File: config.mk
export PLATFORM = sky130hd
export DESIGN_NAME = rca_multibyte_controller
export DESIGN_NICKNAME = d
export VERILOG_FILES = /design/src/rtl/rca_multibyte_controller_pkg.sv /design/src/rtl/rca_multibyte_controller_rca.sv /design/src/rtl/rca_multibyte_controller.sv
export SDC_FILE = /design/constraint.sdc
export NUM_CORES = 1
export LEC_CHECK = 0
export ABC_AREA = 1
export CAP_MARGIN = 40
export CORE_MARGIN = 5
export CORE_UTILIZATION = 45
export CTS_BUF_LIST = sky130_fd_sc_hd__clkbuf_16
export CTS_CLUSTER_DIAMETER = 30
export DETAILED_ROUTE_END_ITERATION = 8
export GPL_ROUTABILITY_DRIVEN = 0
export PLACE_DENSITY = 0.84
export SYNTH_ARGS = -nofsm -noshare
export SYNTH_HDL_FRONTEND = slang
export SYNTH_SLANG_ARGS = --single-unit
File: constraint.sdc
create_clock -name clk -period 5 [get_ports clk]
set_clock_uncertainty 0.2 [all_clocks]
set_input_delay 1.25 -clock clk [delete_from_list [all_inputs] [get_ports clk]]
set_output_delay 1.25 -clock clk [all_outputs]
set_load 0.1 [all_outputs]
File: src/rtl/rca_multibyte_controller_pkg.sv
// Shared types and constants for the multi-byte ripple-carry adder controller.
// State encodings are fixed so any adder arbiter can decode them the same way.
package rca_multibyte_controller_pkg;

   localparam int BYTE_W = 8;

   typedef enum logic [1:0] {
      ST_IDLE = 2'd0,
      ST_RUN  = 2'd1,
      ST_DONE = 2'd2
   } state_t;

   // Signed overflow from the top byte's operand and sum sign bits.
   function automatic logic ovf_bit(
      input logic a_msb,
      input logic b_msb,
      input logic s_msb
   );
      return (a_msb == b_msb) && (s_msb != a_msb);
   endfunction

endpackage

File: src/rtl/rca_multibyte_controller_rca.sv
// 8-bit ripple-carry adder datapath built from a chain of full adders.
// Interface (a, b, cin, cout, sum) is shared with the rest of the lab datapath.
module Ripple_Carry_Adder (
   input  logic [7:0] a,
   input  logic [7:0] b,
   input  logic       cin,
   output logic [7:0] sum,
   output logic       cout
);

   logic [8:0] w_c;

   assign w_c[0] = cin;

   for (genvar g = 0; g < 8; g++) begin : g_fa
      assign sum[g]   = a[g] ^ b[g] ^ w_c[g];
      assign w_c[g+1] = (a[g] & b[g]) | (w_c[g] & (a[g] ^ b[g]));
   end

   assign cout = w_c[8];

endmodule

File: src/rtl/rca_multibyte_controller.sv
// Multi-precision add/subtract front end: walks one 8-bit ripple adder over
// NBYTES bytes, LSB first, carrying between bytes in a register.
import rca_multibyte_controller_pkg::*;

module rca_multibyte_controller #(
   parameter int NBYTES = 4
) (
   input  logic                  clk,
   input  logic                  rst_n,
   input  logic                  start,
   input  logic                  sub,
   input  logic [8*NBYTES-1:0]   op_a,
   input  logic [8*NBYTES-1:0]   op_b,
   output logic                  busy,
   output logic                  done,
   output logic [8*NBYTES-1:0]   result,
   output logic                  cout,
   output logic                  overflow
);

   localparam int W  = BYTE_W * NBYTES;
   localparam int IW = (NBYTES > 1) ? $clog2(NBYTES) : 1;
   localparam logic [IW-1:0] LAST_IDX = IW'(NBYTES - 1);

   state_t          r_state;
   logic [IW-1:0]   r_idx;
   logic            r_carry;
   logic            r_sub;
   logic [W-1:0]    r_a;
   logic [W-1:0]    r_b;
   logic [W-1:0]    r_result;
   logic            r_cout;
   logic            r_ovf;
   logic            r_busy;
   logic            r_done;

   logic [IW+2:0]   w_bit;
   logic [7:0]      w_a;
   logic [7:0]      w_b;
   logic [7:0]      w_sum;
   logic            w_cout;
   logic            w_last;

   // Byte lane offset is idx*8, formed by concatenation.
   assign w_bit  = {r_idx, 3'b000};
   assign w_a    = r_a[w_bit +: 8];
   assign w_b    = r_b[w_bit +: 8] ^ {8{r_sub}};
   assign w_last = (r_idx == LAST_IDX);

   Ripple_Carry_Adder u_rca (
      .a    (w_a),
      .b    (w_b),
      .cin  (r_carry),
      .cout (w_cout),
      .sum  (w_sum)
   );

   always_ff @(posedge clk or negedge rst_n) begin
      if (!rst_n) begin
         r_state  <= ST_IDLE;
         r_idx    <= '0;
         r_carry  <= 1'b0;
         r_sub    <= 1'b0;
         r_a      <= '0;
         r_b      <= '0;
         r_result <= '0;
         r_cout   <= 1'b0;
         r_ovf    <= 1'b0;
         r_busy   <= 1'b0;
         r_done   <= 1'b0;
      end else begin
         unique case (r_state)
            ST_IDLE: begin
               r_done <= 1'b0;
               if (start) begin
                  r_a     <= op_a;
                  r_b     <= op_b;
                  r_sub   <= sub;
                  r_carry <= sub;
                  r_idx   <= '0;
                  r_busy  <= 1'b1;
                  r_state <= ST_RUN;
               end
            end
            ST_RUN: begin
               r_result[w_bit +: 8] <= w_sum;
               r_carry              <= w_cout;
               if (w_last) begin
                  r_cout  <= w_cout;
                  r_ovf   <= ovf_bit(r_a[W-1], w_b[7], w_sum[7]);
                  r_done  <= 1'b1;
                  r_state <= ST_DONE;
               end else begin
                  r_idx <= r_idx + 1'b1;
               end
            end
            ST_DONE: begin
               r_done  <= 1'b0;
               r_busy  <= 1'b0;
               r_state <= ST_IDLE;
            end
            default: begin
               r_done  <= 1'b0;
               r_busy  <= 1'b0;
               r_state <= ST_IDLE;
            end
         endcase
      end
   end

   assign busy     = r_busy;
   assign done     = r_done;
   assign result   = r_result;
   assign cout     = r_cout;
   assign overflow = r_ovf;

endmodule

# Word-level counts from Yosys, hierarchy flattened
# Cells that the tools add are included.
[word_totals] register_bits=106 inputBits=68 out_inout_bits=36
[op_classes] n_addsub=2 n_eq_ne=7 n_shift=4 muxes=13 n_bitwise=42 reduce_logical=9
[op_table] op="indexed part select 32 x 6 -> 8 bit" n=2
[op_table] op="bitwise mux 32 bit" n=1
[op_table] op="variable shift 8 x 7 -> 32 bit (first input constant)" n=1
[op_table] op="indexed part select 8 x 7 -> 32 bit" n=1
[op_table] op="AND 1 bit" n=16
[op_table] op="XOR 1 bit" n=16
[op_table] op="AND reduction 2 bit" n=5
[op_table] op="2-to-1 mux 2 bit" n=4
[op_table] op="OR 1 bit" n=8
[op_table] op="case mux 2 bit (2 select lines)" n=2
[op_table] op="XOR 8 bit" n=1
[op_table] op="negation 5 -> 7 bit" n=1
[op_table] op="inequality test 2 bit (second input constant)" n=3
[op_table] op="2-to-1 mux 1 bit" n=4
[op_table] op="case mux 1 bit (2 select lines)" n=2
[op_table] op="AND reduction 3 bit" n=1
[op_table] op="adder 2 x 1 -> 2 bit (second input constant)" n=1
[op_table] op="equality test 2 x 1 -> 1 bit (second input constant)" n=1
[op_table] op="equality test 2 bit (second input constant)" n=1
[op_table] op="logical NOT 2 bit" n=1
[op_table] op="nonzero test 2 bit" n=1
[op_table] op="equality test 1 bit" n=1
[op_table] op="logical AND 1 bit" n=1
[op_table] op="inequality test 1 bit" n=1
[op_table] op="inverter 1 bit" n=1

# Logic depth before layout (Yosys ltp)
[logic_depth] word_depth=20 depth_mapped=22

# Hierarchy
# A second synthesis with hierarchy kept.
[unflattened] hier_cells=577 hier_area_um2=4928.5
[by_module_without_submodules] module="rca_multibyte_controller" instances=1 cells_each=559 area_per_inst_um2=4730.8
[by_module_without_submodules] module="Ripple_Carry_Adder" instances=1 cells_each=18 area_per_inst_um2=197.7

# Least setup slack after synthesis
# No wires, ideal clock.
[synth_timing] kind="register to register" startpoint="register r_idx[0]" endpoint="register r_ovf, in the netlist overflow" setup_time_ns=0.120 arrival_time_ns=3.961 required_ns=4.680 path_slack_ns=0.720 stages_incl_launch_ff=23 synth_period_minus_slack_ns=4.280 cell_sequence="dfrtp_1 > buf_6 > inv_4 > buf_6 > nor2_1 > o22ai_1 > xor2_1 > fa_1 > fa_1 > inv_1 > fa_1 > fa_1 > fa_1 > fa_1 > inv_1 > fa_1 > fa_1 > nand2_1 > inv_1 > nand3_1 > nand2_1 > nand2_1 > nand2_1"
[synth_between] elab_chain_len=20 word_cells_on_any_way=38 classes_between="3 x eq/ne; 2 x shift; 31 x bitwise; 2 x reduce/logical"
[synth_lines] item="from (decl)" line="rca_multibyte_controller.sv:26" source="logic [IW-1:0] r_idx;"
[synth_lines] item="from (signal assigned)" line="rca_multibyte_controller.sv:94" source="r_idx <= r_idx + 1'b1;"
[synth_lines] item="indexed part select 32 x 6 -> 8 bit" line="rca_multibyte_controller.sv:47" source="assign w_b = r_b[w_bit +: 8] ^ {8{r_sub}};"
[synth_lines] item="XOR 8 bit" line="rca_multibyte_controller.sv:47"
[synth_lines] item="XOR 1 bit" line="rca_multibyte_controller_rca.sv:17" source="assign w_c[g+1] = (a[g] & b[g]) | (w_c[g] & (a[g] ^ b[g]));"
[synth_lines] item="AND 1 bit" line="rca_multibyte_controller_rca.sv:17"
[synth_lines] item="OR 1 bit" line="rca_multibyte_controller_rca.sv:17"
[synth_lines] item="AND 1 bit" line="rca_multibyte_controller_rca.sv:17"
[synth_lines] item="OR 1 bit" line="rca_multibyte_controller_rca.sv:17"
[synth_lines] item="AND 1 bit" line="rca_multibyte_controller_rca.sv:17"
[synth_lines] item="[4 not listed]"
[synth_lines] item="OR 1 bit" line="rca_multibyte_controller_rca.sv:17"
[synth_lines] item="AND 1 bit" line="rca_multibyte_controller_rca.sv:17"
[synth_lines] item="OR 1 bit" line="rca_multibyte_controller_rca.sv:17"
[synth_lines] item="AND 1 bit" line="rca_multibyte_controller_rca.sv:17"
[synth_lines] item="OR 1 bit" line="rca_multibyte_controller_rca.sv:17"
[synth_lines] item="XOR 1 bit" line="rca_multibyte_controller_rca.sv:16" source="assign sum[g] = a[g] ^ b[g] ^ w_c[g];"
[synth_lines] item="inequality test 1 bit" line="rca_multibyte_controller_pkg.sv:19" source="return (a_msb == b_msb) && (s_msb != a_msb);"
[synth_lines] item="logical AND 1 bit" line="rca_multibyte_controller_pkg.sv:19"
[synth_lines] item="to (signal assigned)" line="rca_multibyte_controller.sv:90" source="r_ovf <= ovf_bit(r_a[W-1], w_b[7], w_sum[7]);"
[synth_lines] item="to (decl)" line="rca_multibyte_controller.sv:33" source="logic r_ovf;"
# Parallel ways exist; a longest one is shown, timed or not.
# A chain may end at the register's enable or synchronous reset.

# Final worst setup path
# Ends and elaborated chain as after synthesis.

==> out/qor.txt <==
Initial DRC Count - 418
Int Pwr - 2790 µW
RSZ-0062 raised after global routing - no
fin. max-slew vios - 0
Multi-input gate area - 2030 µm²
combinational power share - 59.7%
clock sinks - 106
total track usage - 21.9%
Core Rows - 38
Critical path origin - r_idx[0]
TritonCTS clock tree - built
CTS Hold Bufs - 0
H-Tree Level Count - 3
simple-gate share of the synthesized area - 24.6%
cts repair resizes - 0
combinational family with the most area after synthesis - simple AND/OR/NAND/NOR gates
CTS Buffer Depth - 2
Final Cycle Share - 91.4%
cts bufs inserted - 9
Initial Util - 45.8%
Worst Path Required - 5.05 ns
Critical R2R Launch - r_idx[0]
Setup Viol. Count Final - 0
switching power - 2770 µW
fin cells - 853
final setup margin - 0.428 ns
Die Width - 115 µm
hold depth - 2
Inst Count DP - 837
pre-CTS WS - 0.496 ns
Seq pwr share - 26.6%
Core Box Area - 10800 µm²
DR vias - 4579
antenna cells - 0
PortBufs - 103
Hold Vio Cnt, Final - 0
CP Class - flop to flop
FILL cells - 845
Sw Share - 49.8%
die height - 115 µm
FF/Latch Area - 2650 µm²
worst min path class - flop to flop
Max stage delay cell, worst path - dfrtp_1
die area - 13200 µm²
R2R Setup Slk - 0.43 ns
drt total wl - 13.9 mm
vias in the first global route - 4666
Crit Path Max Fanout - 20
multiplexer area fraction after synthesis - 0%
worst path cell trace - inv_4, nor2_1, o22ai_1, xor2_1, fa_1, fa_1, inv_1, fa_1, fa_1, fa_1, fa_1, inv_1, fa_1, fa_1, nand2_1, inv_1, nand3_1, nand2_1, nand2_1, nand2_1
share of layout cells above drive strength 1 - 10.1%
Worst setup EP type - flop
Reg2Reg Depth - 20
initial antenna violation count - 0
vias per cell - 5.37
Synth Area in Adders - 4.74%
post-synth top area share - 53.4%
measured slew at the worst slew-check pin - 0.644 ns
Residual DRC - 0
Worst VDD drop - 518 µV
Lkg Pwr - 0.00339 µW
dominant cell type by area after synthesis - dfrtp_1
Synth warnings - 0
Post-Route Utilization - 64.3%
largest net degree at the start of global routing - 69
mapped cell area - 4970 µm²
first-pass GRT wire length - 22.7 mm
syn avg cell area - 8.56 µm²
CP endpoint - overflow
Final ANT Viol Nets - 0
setup TNS - 0 ns
Area contributors post-synth - dfrtp_1 (53%), nand2_1 (18%), o21ai_0 (6.8%), fa_1 (3.2%), nand3_1 (2.6%)
total of max-cap violations - 0
Reg-to-Reg End - overflow
fin crit period - 4.57 ns
worst rel slew slack - 57.1%
library cells used by synthesis - 27
grt ovf - 0
FMAX - 219 MHz
Setup Buffers After CTS - 0
XOR/XNOR share of the synthesized area - 1.23%
worst-skew pair later-pin latency - 0.35 ns
drt first pass iters - 7
Top cell by count, worst path - fa_1
sequential share of the synthesized area - 53.4%
Synthesized Nets - 662
run status - finished, final reports clean
Synth Area in Compound Gates - 10.4%
Root Driver - clkbuf_16
clock share of power - 13.7%
Mapped Cells - 580
Final HPWL DP - 10.5 mm
Area Growth Syn to Fin - 40.3%
CTS clk-pin slew, worst paths - 0.07 ns
PD cells - 798 nW/µm²
DR WL/cell - 16.3 µm
Top Ports - 104
CP max stage delay - 0.46 ns
nets - 790
Synth Register Bits - 106
Startpoint Class - flop
Data arrival, critical path - 4.62 ns
cells by family after synthesis:
logic type | after synthesis
AOI/OAI and AO/OA | 96
xor gates and xnor gates | 7
adders and majority gates | 14
buffers and inverters | 53
DFF | 106
and+or+nand+nor | 304
area by class of cell:
class | count | share of cell area, %
Clock inverter | 7 | 1.42
Clock buffer | 9 | 3.23
Sequential cell | 106 | 38.1
Timing Repair Buffer | 147 | 24.3
Tap cell | 140 | 2.51
Inverter | 23 | 1.27
Multi-Input combinational cell | 421 | 29.2
metal layers:
layer / vias to the layer above / track usage [%] / wire [µm]
met5: - / 0 / 0
met4: 0 / 9.86 / 573
met3: 49 / 3.79 / 870
met2: 234 / 36.5 / 6840
met1: 2166 / 28.2 / 5620
li1: 2130 / - / -
critical path: cells and delay by family, from the launching register on:
kind | cells | cell delay [ns]
flops | 1 | 0.46
fa+ha+maj | 8 | 2.57
compound gates | 1 | 0.20
simple gates | 6 | 0.43
buf+inv | 4 | 0.38
xor+xnor | 1 | 0.21
sequential cells by signal (all words and copies together), names as in the netlist:
signal	flops
done	1
r_sub	1
overflow	1
result	32
r_carry	1
cout	1
r_b	32
r_idx	2
busy	1
r_state	2
r_a	32
power groups by stage:
stage / logic [µW] / clock network [µW] / registers (µW)
floorplan: 1580 / 0 / 2010
global placement: 2810 / 0 / 1470
detailed placement: 3270 / 0 / 1480
CTS: 3300 / 768 / 1470
global route: 3610 / 805 / 1510
finish: 3320 / 764 / 1480
worst min-delay path by stage:
stage               startpoint  endpoint  slack [ns]
floorplan              r_a[18]   r_a[18]        0.24
global placement       r_a[18]   r_a[18]        0.27
detailed placement      r_a[7]    r_a[7]        0.27
CTS                     r_a[7]    r_a[7]        0.29
global route           r_a[15]   r_a[15]        0.30
finish                  r_a[7]    r_a[7]        0.28
synthesized netlist by cell type (all sizes together):
cell type,count
a21oi,5
a22oi,1
a32o,4
buf,24
clkbuf,6
clkinv,1
dfrtp,106
fa,8
ha,6
inv,22
nand2,238
nand3,26
nand4,8
nor2,31
nor3,1
o21ai,75
o22ai,11
xor2,7
metrics by stage:
stage               hold slack [ns]  total power, µW  cell area [µm²]
floorplan                     0.244             3590             4970
global placement              0.269             4280             6020
detailed placement            0.267             4750             6640
CTS                           0.286             5540             6970
global route                  0.300             5930             6970
finish                        0.285             5560             6970
cells in the final DEF (no fill, tap or decap), drive strengths merged, types with 6 or more instances in the layout:
| cell | count |
|---|---|
| buf | 45 |
| clkbuf | 9 |
| clkdlybuf4s50 | 102 |
| dfrtp | 106 |
| fa | 8 |
| ha | 6 |
| inv | 26 |
| nand2 | 238 |
| nand3 | 26 |
| nand4 | 8 |
| nor2 | 31 |
| o21ai | 75 |
| o22ai | 11 |
| xor2 | 7 |
Note: power is estimated with default switching activity, not from simulation.
